File: src/rtl/timer_pkg.sv
// Shared definitions for the interval-timer controller: I/O map, prescaler ratios, field layout.
// Latency: n/a (package only).
// Backpressure: n/a (package only).
package timer_pkg;

  // I/O map
  localparam logic [7:0] CFG_ADDR = 8'd4;
  localparam logic [7:0] STS_ADDR = 8'd5;

  // clk cycles per base tick for each basetiempo code
  localparam int PRE0  = 1;
  localparam int PRE1  = 10;
  localparam int PRE2  = 100;
  localparam int PRE3  = 1000;
  localparam int PRE_W = 10;

  // config byte layout
  localparam int UMB_MSB  = 7;
  localparam int UMB_LSB  = 2;
  localparam int BASE_MSB = 1;
  localparam int BASE_LSB = 0;

  // status byte bit positions
  localparam int STS_RUN_BIT = 0;
  localparam int STS_IRQ_BIT = 1;
  localparam int STS_OVR_BIT = 2;

  typedef enum logic {
    ST_IDLE = 1'b0,
    ST_RUN  = 1'b1
  } state_t;

  // terminal prescaler value for a given time base
  function automatic logic [PRE_W-1:0] pre_last(input logic [1:0] base);
    logic [PRE_W-1:0] last;
    case (base)
      2'd0:    last = PRE_W'(PRE0 - 1);
      2'd1:    last = PRE_W'(PRE1 - 1);
      2'd2:    last = PRE_W'(PRE2 - 1);
      default: last = PRE_W'(PRE3 - 1);
    endcase
    return last;
  endfunction

endpackage

File: src/rtl/timer_ctrl_tick_gen.sv
// Prescaler producing one base tick every PREn clk cycles for the selected time base.
// Latency: tick is combinational from the prescaler register; first tick PREn cycles after clr.
// Backpressure: none; clr restarts the period, en low freezes the prescaler.
module tick_gen
  import timer_pkg::*;
(
  input  logic       clk_i,
  input  logic       reset_i,
  input  logic       clr_i,
  input  logic       en_i,
  input  logic [1:0] base_i,
  output logic       tick_o
);

  logic [PRE_W-1:0] pre_q, pre_d;
  logic [PRE_W-1:0] last;

  assign last   = pre_last(base_i);
  assign tick_o = en_i && (pre_q == last);

  // prescaler next value: clear wins, otherwise count and wrap on tick
  always_comb begin
    pre_d = pre_q;
    if (clr_i) begin
      pre_d = '0;
    end else if (en_i) begin
      pre_d = tick_o ? '0 : pre_q + PRE_W'(1);
    end
  end

  // prescaler register
  always_ff @(posedge clk_i or posedge reset_i) begin
    if (reset_i) pre_q <= '0;
    else         pre_q <= pre_d;
  end

endmodule

File: src/rtl/timer_ctrl.sv
// Interval timer: config/status I/O registers, periodic base-tick counter, level irq with ack and sticky overrun.
// Latency: timer_end/irq one cycle after the expiring tick; io_rdata one cycle after io_rd.
// Backpressure: none; a config write always takes effect and suppresses a coincident expiry.
module timer_ctrl
  import timer_pkg::*;
(
  input  logic       clk_i,
  input  logic       reset_i,
  input  logic [7:0] io_addr_i,
  input  logic       io_wr_i,
  input  logic       io_rd_i,
  input  logic [7:0] io_wdata_i,
  output logic [7:0] io_rdata_o,
  output logic       irq_o,
  input  logic       irq_ack_i,
  output logic       timer_end_o
);

  state_t     state_q, state_d;
  logic [7:0] cfg_q, cfg_d;
  logic [5:0] count_q, count_d;
  logic       irq_q, irq_d;
  logic       ovr_q, ovr_d;
  logic       te_q, te_d;
  logic [7:0] rdata_q, rdata_d;

  logic       cfg_wr, sts_rd, run, tick, expiry;
  logic [5:0] umbral, wr_umbral;
  logic [1:0] base;
  logic [7:0] sts;

  assign cfg_wr    = io_wr_i && (io_addr_i == CFG_ADDR);
  assign sts_rd    = io_rd_i && (io_addr_i == STS_ADDR);
  assign umbral    = cfg_q[UMB_MSB:UMB_LSB];
  assign base      = cfg_q[BASE_MSB:BASE_LSB];
  assign wr_umbral = io_wdata_i[UMB_MSB:UMB_LSB];

  tick_gen u_tick_gen (
    .clk_i   (clk_i),
    .reset_i (reset_i),
    .clr_i   (cfg_wr),
    .en_i    (run),
    .base_i  (base),
    .tick_o  (tick)
  );

  // a write on the expiring cycle restarts the period instead of recording the event
  assign expiry = tick && !cfg_wr && (count_q == umbral - 6'd1);

  // FSM state register
  always_ff @(posedge clk_i or posedge reset_i) begin
    if (reset_i) state_q <= ST_IDLE;
    else         state_q <= state_d;
  end

  // FSM next state: only config writes move between IDLE and RUN
  always_comb begin
    state_d = state_q;
    if (cfg_wr) state_d = (wr_umbral != 6'd0) ? ST_RUN : ST_IDLE;
  end

  // FSM output: counting enable
  always_comb begin
    run = (state_q == ST_RUN);
  end

  // config, base-tick counter, irq/overrun and read-data next state
  always_comb begin
    cfg_d   = cfg_q;
    count_d = count_q;
    irq_d   = irq_q;
    ovr_d   = ovr_q;
    te_d    = expiry;
    rdata_d = rdata_q;

    sts              = 8'h00;
    sts[STS_RUN_BIT] = run;
    sts[STS_IRQ_BIT] = irq_q;
    sts[STS_OVR_BIT] = ovr_q;

    if (cfg_wr) begin
      cfg_d   = io_wdata_i;
      count_d = 6'd0;
    end else if (tick) begin
      count_d = expiry ? 6'd0 : count_q + 6'd1;
    end

    // reading status clears overrun; a new overrun in the same cycle takes priority
    if (sts_rd) ovr_d = 1'b0;
    if (expiry) begin
      irq_d = 1'b1;
      if (irq_q && !irq_ack_i) ovr_d = 1'b1;
    end else if (irq_ack_i) begin
      irq_d = 1'b0;
    end

    // reads see the values from before any same-cycle write
    if (io_rd_i) begin
      case (io_addr_i)
        CFG_ADDR: rdata_d = cfg_q;
        STS_ADDR: rdata_d = sts;
        default:  rdata_d = 8'h00;
      endcase
    end
  end

  // datapath registers
  always_ff @(posedge clk_i or posedge reset_i) begin
    if (reset_i) begin
      cfg_q   <= 8'h00;
      count_q <= 6'd0;
      irq_q   <= 1'b0;
      ovr_q   <= 1'b0;
      te_q    <= 1'b0;
      rdata_q <= 8'h00;
    end else begin
      cfg_q   <= cfg_d;
      count_q <= count_d;
      irq_q   <= irq_d;
      ovr_q   <= ovr_d;
      te_q    <= te_d;
      rdata_q <= rdata_d;
    end
  end

  assign io_rdata_o  = rdata_q;
  assign irq_o       = irq_q;
  assign timer_end_o = te_q;

endmodule

File: config.mk
export PLATFORM = sky130hd
export DESIGN_NAME = timer_ctrl
export DESIGN_NICKNAME = d
export VERILOG_FILES = /design/src/rtl/timer_pkg.sv /design/src/rtl/timer_ctrl_tick_gen.sv /design/src/rtl/timer_ctrl.sv
export SDC_FILE = /design/constraint.sdc
export NUM_CORES = 1
export LEC_CHECK = 0
export CAP_MARGIN = 5
export CORE_MARGIN = 3
export CORE_UTILIZATION = 58
export DETAILED_ROUTE_END_ITERATION = 12
export MAX_ROUTING_LAYER = met4
export PLACE_DENSITY = 0.85
export REMOVE_ABC_BUFFERS = 1
export SETUP_SLACK_MARGIN = 0.3
export SLEW_MARGIN = 30
export SYNTH_ARGS = -nofsm -noshare
export SYNTH_HDL_FRONTEND = slang
export SYNTH_SLANG_ARGS = --single-unit
File: constraint.sdc
create_clock -name clk_i -period 3.5 [get_ports clk_i]
set_input_delay 0.525 -clock clk_i [delete_from_list [all_inputs] [get_ports clk_i]]
set_output_delay 0.525 -clock clk_i [all_outputs]
set_load 0.05 [all_outputs]
Word level (Yosys, flattened, before mapping). Index checks and enable logic that the tools add are counted.

Register bits: 36. Bits of input ports: 21. Output and inout bits: 10. Logic and storage cells: 44.

Add/subtract/negate cells: 3. Equality and inequality tests: 6. Multiplexer cells: 14. Reduce and logical (&&, ||, !) cells: 13.

Operators by type and width (number): 2-to-1 mux 10 bit (3); case mux 10 bit (3 select lines) (1); 2-to-1 mux 6 bit (3); equality test 8 x 3 -> 1 bit, second input constant (2); case mux 8 bit (2 select lines) (1); adder 10 x 1 -> 10 bit, second input constant (1); equality test 10 bit (1); adder 6 x 1 -> 6 bit, second input constant (1); equality test 6 bit (1); logical AND 1 bit (6); 2-to-1 mux 1 bit (6); nonzero test 2 bit (3); nonzero test 6 bit (1); subtractor 6 x 1 -> 6 bit, second input constant (1); equality test 2 x 1 -> 1 bit, second input constant (1); equality test 2 bit, second input constant (1); logical NOT 1 bit (2); logical NOT 2 bit (1).

Depth between registers and ports, before layout. Gate-level depths: netlist of the first run.

Word-level depth: 9. Gate-level depth with buffers: 7. Depth with buffers taken out: 7.

Hierarchy. From an unflattened synthesis of the first run, not the netlist that was laid out.

Cell total of the unflattened synthesis: 204. Area total of the unflattened synthesis: 2030.7 sq um.

By module, submodules not included: timer_ctrl (times used 1, cells each 129, area an instance 1340.0 sq um, sequential area each 650.6 sq um); tick_gen (times used 1, cells each 75, area an instance 690.7 sq um, sequential area each 250.2 sq um).

Worst setup path after synthesis of the first run. No wires, ideal clock.

Kind: register to register. Start: register cfg_q[2]. End: register ovr_q. Library setup time: 0.095 ns. Arrival time: 1.777 ns. Data required time: 3.405 ns. Path slack: 1.627 ns. Cell stages (with the launch flop): 8. Path buffers: 0. Period minus slack after synthesis: 1.873 ns. Cells stage by stage: dfrtp_1 inv_1 ha_1 o21ba_1 a221oi_2 a41oi_2 or2_1 o32ai_2.

Word-level cells in the longest chain between the ends: 4.

RTL lines: from (decl) (RTL line timer_ctrl.sv:20) `logic [7:0] cfg_q, cfg_d;`; from (signal assigned) (RTL line timer_ctrl.sv:117) `cfg_q <= cfg_d;`; subtractor 6 x 1 -> 6 bit (RTL line timer_ctrl.sv:48) `assign expiry = tick && !cfg_wr && (count_q == umbral - 6'd1);`; equality test 6 bit (RTL line timer_ctrl.sv:48); logical AND 1 bit (RTL line timer_ctrl.sv:48); 2-to-1 mux 1 bit (RTL line timer_ctrl.sv:90) `if (expiry) begin`; named net ovr_d (RTL line timer_ctrl.sv:23) `logic ovr_q, ovr_d;`; to (signal assigned) (RTL line timer_ctrl.sv:120) `ovr_q <= ovr_d;`; to (decl) (RTL line timer_ctrl.sv:23).

The timed path passes the listed nets, and every way through them passes these cells. A chain may end at the register's enable or synchronous reset.

Final worst setup path of the first run.
Start: input port io_addr_i[3]. End: register cfg_q[1].

Word-level cells in the longest chain between the ends: 2.

RTL lines: from (decl) (RTL line timer_ctrl.sv:9) `input logic [7:0] io_addr_i,`; equality test 8 x 3 -> 1 bit (RTL line timer_ctrl.sv:32) `assign cfg_wr = io_wr_i && (io_addr_i == CFG_ADDR);`; logical AND 1 bit (RTL line timer_ctrl.sv:32).

Every way passes these cells.

==> results of run 1 <==
[stage by stage]
step | instances | cell area (um^2) | util, % | worst slack [ps]
2_1_floorplan | 215 | 2050 | - | 1490
3_3_place_gp | 293 | 2420 | 71.5 | 958
3_5_place_dp | 293 | 2420 | 71.5 | 926
4_1_cts | 300 | 2490 | 73.4 | 1270
5_1_grt | 300 | 2490 | 73.4 | 1180
6_report | 300 | 2490 | 73.4 | 1290
[metal layers]
metal	track usage [%]	wire (um)	vias to the layer above
li1	-	-	866
met1	29.0	1990	841
met2	36.0	2110	48
met3	5.27	267	7
met4	7.77	72	0
met5	-	0	-
[registers in the layout (all words and copies together) (netlist names)]
register          flops
cfg_q                 8
count_q               6
io_rdata_o            8
irq_o                 1
ovr_q                 1
run                   1
timer_end_o           1
u_tick_gen.pre_q     10
[Yosys cell counts (2+ instances only)]
| master | number | area [um^2] |
|---|---|---|
| dfrtp_1 | 36 | 901 |
| nand2_1 | 32 | 120 |
| inv_1 | 16 | 60.1 |
| nand3_1 | 16 | 80.1 |
| nor3_1 | 13 | 65.1 |
| o21ai_0 | 12 | 60.1 |
| xnor2_1 | 12 | 105 |
| nor2_1 | 9 | 33.8 |
| o211ai_1 | 9 | 67.6 |
| a21oi_1 | 5 | 25.0 |
| buf_2 | 5 | 25.0 |
| o2111ai_1 | 5 | 43.8 |
| xor2_1 | 4 | 35.0 |
| a22oi_1 | 3 | 22.5 |
| and3_1 | 3 | 18.8 |
| ha_1 | 3 | 37.5 |
| nand2b_1 | 3 | 18.8 |
| nor3_2 | 3 | 30.0 |
| nor3b_1 | 3 | 22.5 |
| nor4_1 | 3 | 18.8 |
| o21ai_1 | 3 | 15.0 |
| a211oi_1 | 2 | 15.0 |
| and4_1 | 2 | 17.5 |
| nor4b_2 | 2 | 30.0 |
| or2_1 | 2 | 12.5 |
[critical path, cell delays in order]
cell and delay (ps):
clkdlybuf4s50_1 440, nor4b_4 410, and4_1 640, buf_4 320, nand2_1 90, nand2_1 70
[worst max-delay path by stage]
stage / start / end / cells after the start
final: io_addr_i[3] / cfg_q[1] / 6
after CTS: io_addr_i[3] / cfg_q[1] / 6
after global placement: io_addr_i[3] / u_tick_gen.pre_q[8] / 5
after floorplan: io_addr_i[3] / count_q[3] / 5
after detailed placement: io_addr_i[3] / u_tick_gen.pre_q[8] / 5
after global routing: io_addr_i[3] / cfg_q[1] / 6
[final cells by class]
cell class	count	area (um^2)	share of cell area, %
Clock buffer	7	65.1	2.62
Sequential cell	36	901	36.2
Multi-Input combinational cell	163	1090	43.8
Timing Repair Buffer	32	315	12.7
Tap cell	46	57.6	2.31
Inverter	16	60.1	2.41
[power by group through the flow]
stage	registers [mW]	logic, mW	clock network (mW)
3_5_place_dp	0.581	0.411	0
3_3_place_gp	0.579	0.401	0
2_1_floorplan	0.559	0.322	0
4_1_cts	0.573	0.412	0.254
5_1_grt	0.590	0.460	0.275
6_report	0.576	0.412	0.252
[cells by family after synthesis]
| kind of cell | Yosys count | share of synthesized area, % |
|---|---|---|
| flops | 36 | 43.3 |
| simple gates | 96 | 25.9 |
| buf+inv | 22 | 4.27 |
| xor+xnor | 16 | 6.74 |
| compound gates | 48 | 17.9 |
| fa+ha+maj | 3 | 1.81 |
[cell usage in the layout (no fill, tap or decap), types with 4 or more instances in the layout]
cell	n
xnor2_1	12
a21oi_1	5
clkdlybuf4s50_1	30
dfrtp_1	36
inv_1	16
clkbuf_4	5
xor2_1	4
nand2_1	32
o2111ai_1	5
o21ai_0	12
nand3_1	16
nor3_1	13
nor2_1	9
o211ai_1	9
==> impl_metrics.tcl, run 1 <==
set metrics [dict create \
    numCtsBuffers 5 \
    first_iter_violations 122 \
    timing.fmax_mhz 453 \
    netlist_area_um2 2080 \
    antenna_left 0 \
    cts-root-buf "clkbuf_4" \
    fillers 243 \
    core_um2 3390 \
    drv_cap 0 \
    worstMarginPinSlew_ps 620 \
    critPathMaxFanout 16 \
    wl_per_cell_um 14.8 \
    outcome "complete, no violations" \
    grt_pass1_vias 1634 \
    design.portCount 31 \
    synth_seq_cells 36 \
    grt.overflow.total 0 \
    reg2reg_from "cfg_q[2]" \
    grt_max_degree 37 \
    postCtsSetupRepairBufs 0 \
    cts_tree "done" \
    hold-path-cell-count 2 \
    combinationalPowerShare_pct 33.2 \
    total_leakage_power_nw 1.01 \
    die_h_um 65.9 \
    yosysSeqAreaShare_pct 43.3 \
    cp-start-kind "input pin" \
    p_clk_share_pct 20.4 \
    clk_latency_ps 350 \
    timing.rr.end "ovr_q" \
    p_total_mw 1.24 \
    cp.required_ps 3780 \
    skew_ps 11.4 \
    async_flop_share_pct 100 \
    antenna-diode-count 0 \
    placementRows 21 \
    ys_warn_count 0 \
    r2r_cells 7 \
    syn_to_final_growth_pct 19.7 \
    switchingPower_uw 456 \
    synthFlopType "dfrtp_1" \
    io_buffer_count 30 \
    drt_wl_total_um 4430 \
    fin_hold_ws_ps 528 \
    critical_path_class "in2reg" \
    critical_path_arrival_ps 2490 \
    antenna_found_initial 0 \
    via_per_inst 5.87 \
    gp_congestion 0.816 \
    dp_hpwl_um 3160 \
    timing.final.crit_share_pct 63.1 \
    clkSlewWorstSetupHoldPaths_ps 100 \
    layout-drive-gt1-share_pct 9.45 \
    grt_pass1_wl_um 7400 \
    hp-class "reg2reg" \
    synth_edf_count 0 \
    nets 278 \
    globalRouteTotalUtil_pct 22.9 \
    drv_slew 0 \
    cts_hold_buf 0 \
    drc 0 \
    clk_path_buf_depth 2 \
    rrSetupSlack_ps 1430 \
    hold_viol_final 0 \
    synth.distinct_cells 40 \
    p_int_uw 785 \
    tns_ps 0 \
    cp-end-kind "register" \
    ir_worst_vdd_mv 0.334 \
    die_area_um2 4340 \
    min_to "io_rdata_o[4]" \
    power_frac_seq_pct 46.4 \
    die_w_um 65.9 \
    rsz0062_at_grt "no" \
    slew_headroom_pct 58.5 \
    fin_crit_ps 2210 \
    powerDensity_nw_per_um2 499 \
    hold_path.startpoint "io_rdata_o[4]" \
    via_count 1762 \
    drt-pass1-iter-count 4 \
    initial_core_util_pct 61.3 \
    syn_inst 221 \
    ctsResizeCount 0 \
    cts_sinks 36 \
    htreeDepth 2 \
    syn_avg_cell_area_um2 9.40 \
    finalSetupViolations 0 \
    p_sw_share_pct 36.8 \
]
No activity file was read; power rests on OpenSTA's default activity.
==> run 2, diff against run 1 <==
--- a/config.mk
+++ b/config.mk
@@ -7,10 +7,10 @@
 export LEC_CHECK = 0
 export CAP_MARGIN = 5
 export CORE_MARGIN = 3
-export CORE_UTILIZATION = 58
+export CORE_UTILIZATION = 54
 export DETAILED_ROUTE_END_ITERATION = 12
 export MAX_ROUTING_LAYER = met4
-export PLACE_DENSITY = 0.85
+export PLACE_DENSITY = 0.8
 export REMOVE_ABC_BUFFERS = 1
 export SETUP_SLACK_MARGIN = 0.3
 export SLEW_MARGIN = 30
==> constraint.sdc (replaced) <==
create_clock -name clk_i -period 2.1 [get_ports clk_i]
set_input_delay 0.315 -clock clk_i [delete_from_list [all_inputs] [get_ports clk_i]]
set_output_delay 0.315 -clock clk_i [all_outputs]
set_load 0.05 [all_outputs]
==> impl_metrics.tcl, run 2 (synthesized netlist as in run 1, its figures left out) <==
set metrics [dict create \
    via_per_inst 6.29 \
    cts-root-buf "clkbuf_8" \
    first_iter_violations 173 \
    final_cell_area_um2 2850 \
    placed_cell_area_um2 2480 \
    cts_sinks 36 \
    ir_worst_vdd_mv 0.614 \
    die_area_um2 4630 \
    worstMarginPinSlew_ps 504 \
    r2r_cells 7 \
    fillers 200 \
    cp_top_family "simple AND/OR/NAND/NOR gates" \
    power_frac_seq_pct 40.7 \
    combinationalPowerShare_pct 37.0 \
    drc 0 \
    fin_util_pct 81.0 \
    fin_crit_ps 1920 \
    layout_common_cells "dfrtp_1, nand2_1, clkdlybuf4s50_1" \
    switchingPower_uw 898 \
    globalRouteTotalUtil_pct 24.2 \
    drv_cap 0 \
    p_sw_share_pct 37.5 \
    clkSlewWorstSetupHoldPaths_ps 80 \
    grt_max_degree 37 \
    cp-end-kind "register" \
    finalSetupViolations 0 \
    slew_headroom_pct 66.4 \
    cp.required_ps 2250 \
    timing.rr.end "count_q[5]" \
    hp-class "in2async" \
    critical_path_arrival_ps 2070 \
    hold_viol_final 0 \
    io_buffer_count 30 \
    htreeDepth 2 \
    die_w_um 68.0 \
    die_h_um 68.0 \
    cp-start-kind "register" \
    grt_pass1_wl_um 8160 \
    skew_ps 9.85 \
    worstPathCellList "buf_4 > nor3_1 > xnor2_1 > nand4b_4 > buf_6 > nor2_4 > o211ai_1" \
    core_um2 3520 \
    p_int_mw 1.50 \
    rsz0062_at_grt "yes" \
    initial_core_util_pct 59.0 \
    wl_per_cell_um 18.4 \
    layout-drive-gt1-share_pct 21.2 \
    critical_path_class "reg2reg" \
    largest_register "u_tick_gen.pre_q" \
    dp_hpwl_um 3250 \
    gp_congestion 0.850 \
    cp.buffers_inverters 2 \
    outcome "complete, no violations" \
    nets 297 \
    drv_slew 0 \
    drt-pass1-iter-count 4 \
    critPathMaxFanout 6 \
    design.portCount 31 \
    antenna_found_initial 0 \
    cts_tree "done" \
    final_cells 319 \
    antenna-diode-count 0 \
    grt_pass1_vias 1768 \
    p_total_mw 2.40 \
    largest_reg_flops 10 \
    slowest_delay_ps 410 \
    clk_latency_ps 280 \
    numCtsBuffers 5 \
    p_clk_share_pct 22.3 \
    fin_hold_ws_ps 445 \
    total_leakage_power_nw 1.21 \
    clk_path_buf_depth 2 \
    critPathSlowestCell "dfrtp_1" \
    dpl.cell_count 299 \
    grt.overflow.total 0 \
    via_count 2008 \
    antenna_left 0 \
    final_common_cell "dfrtp_1" \
    rrSetupSlack_ps 180 \
    drt_wl_total_um 5850 \
    reg2reg_from "cfg_q[3]" \
    syn_to_final_growth_pct 37.3 \
    powerDensity_nw_per_um2 840 \
    placementRows 21 \
    timing.final.crit_share_pct 91.5 \
    timing.fmax_mhz 520 \
]
[run 2: area by class of cell]
cell class / count / area [um^2] / area share (%)
Clock buffer: 7 / 96.3 / 3.38
Inverter: 16 / 60.1 / 2.11
Multi-Input combinational cell: 163 / 1220 / 42.7
Sequential cell: 36 / 901 / 31.6
Tap cell: 46 / 57.6 / 2.02
Timing Repair Buffer: 51 / 520 / 18.2
[run 2: tightest hold or removal path, delay by kind of cell]
kind	cells	cell delay, ps
buffers and inverters	3	840
[run 2: routing by layer]
metal  vias to the layer above  GRT usage, %  wire length (um)
li1                        898             -                 -
met1                       967          30.8              2290
met2                       118          38.3              2890
met3                        25          4.60               430
met4                         0          9.18               239
met5                         -             -                 0
[run 2: how the worst max path moves through the flow]
stage	start	end	slack, ps	cells after the start
2_1_floorplan	cfg_q[2]	ovr_q	230	7
3_3_place_gp	io_addr_i[3]	u_tick_gen.pre_q[9]	40	6
3_5_place_dp	io_addr_i[3]	u_tick_gen.pre_q[9]	-50	6
4_1_cts	irq_o	irq_o	310	1
5_1_grt	u_tick_gen.pre_q[1]	count_q[5]	160	5
6_report	cfg_q[3]	count_q[5]	180	7
[run 2: metrics by stage]
stage,setup WS [ps],setup TNS (ps)
6_report,178,0
5_1_grt,155,0
4_1_cts,312,0
3_5_place_dp,-53.2,-104
3_3_place_gp,43.9,0
2_1_floorplan,226,0
[run 2: power by group through the flow]
stage                     clock network, mW  registers, mW  logic [mW]
after floorplan                           0          0.932       0.537
after global placement                    0          0.961       0.673
after detailed placement                  0          0.964       0.686
after CTS                             0.536          0.952       0.737
after global routing                  0.570          0.989       0.969
final                                 0.534          0.975       0.888
[run 2: repair_timing]
| action | CTS | global route |
|---|---|---|
| hold endpoints to repair | 0 | 0 |
| pin swaps | 8 | 15 |
| hold buffers | 0 | 0 |
| endpoints found under the setup margin | 10 | 20 |
| resized for setup | 8 | 23 |
| buffers inserted | 5 | 8 |
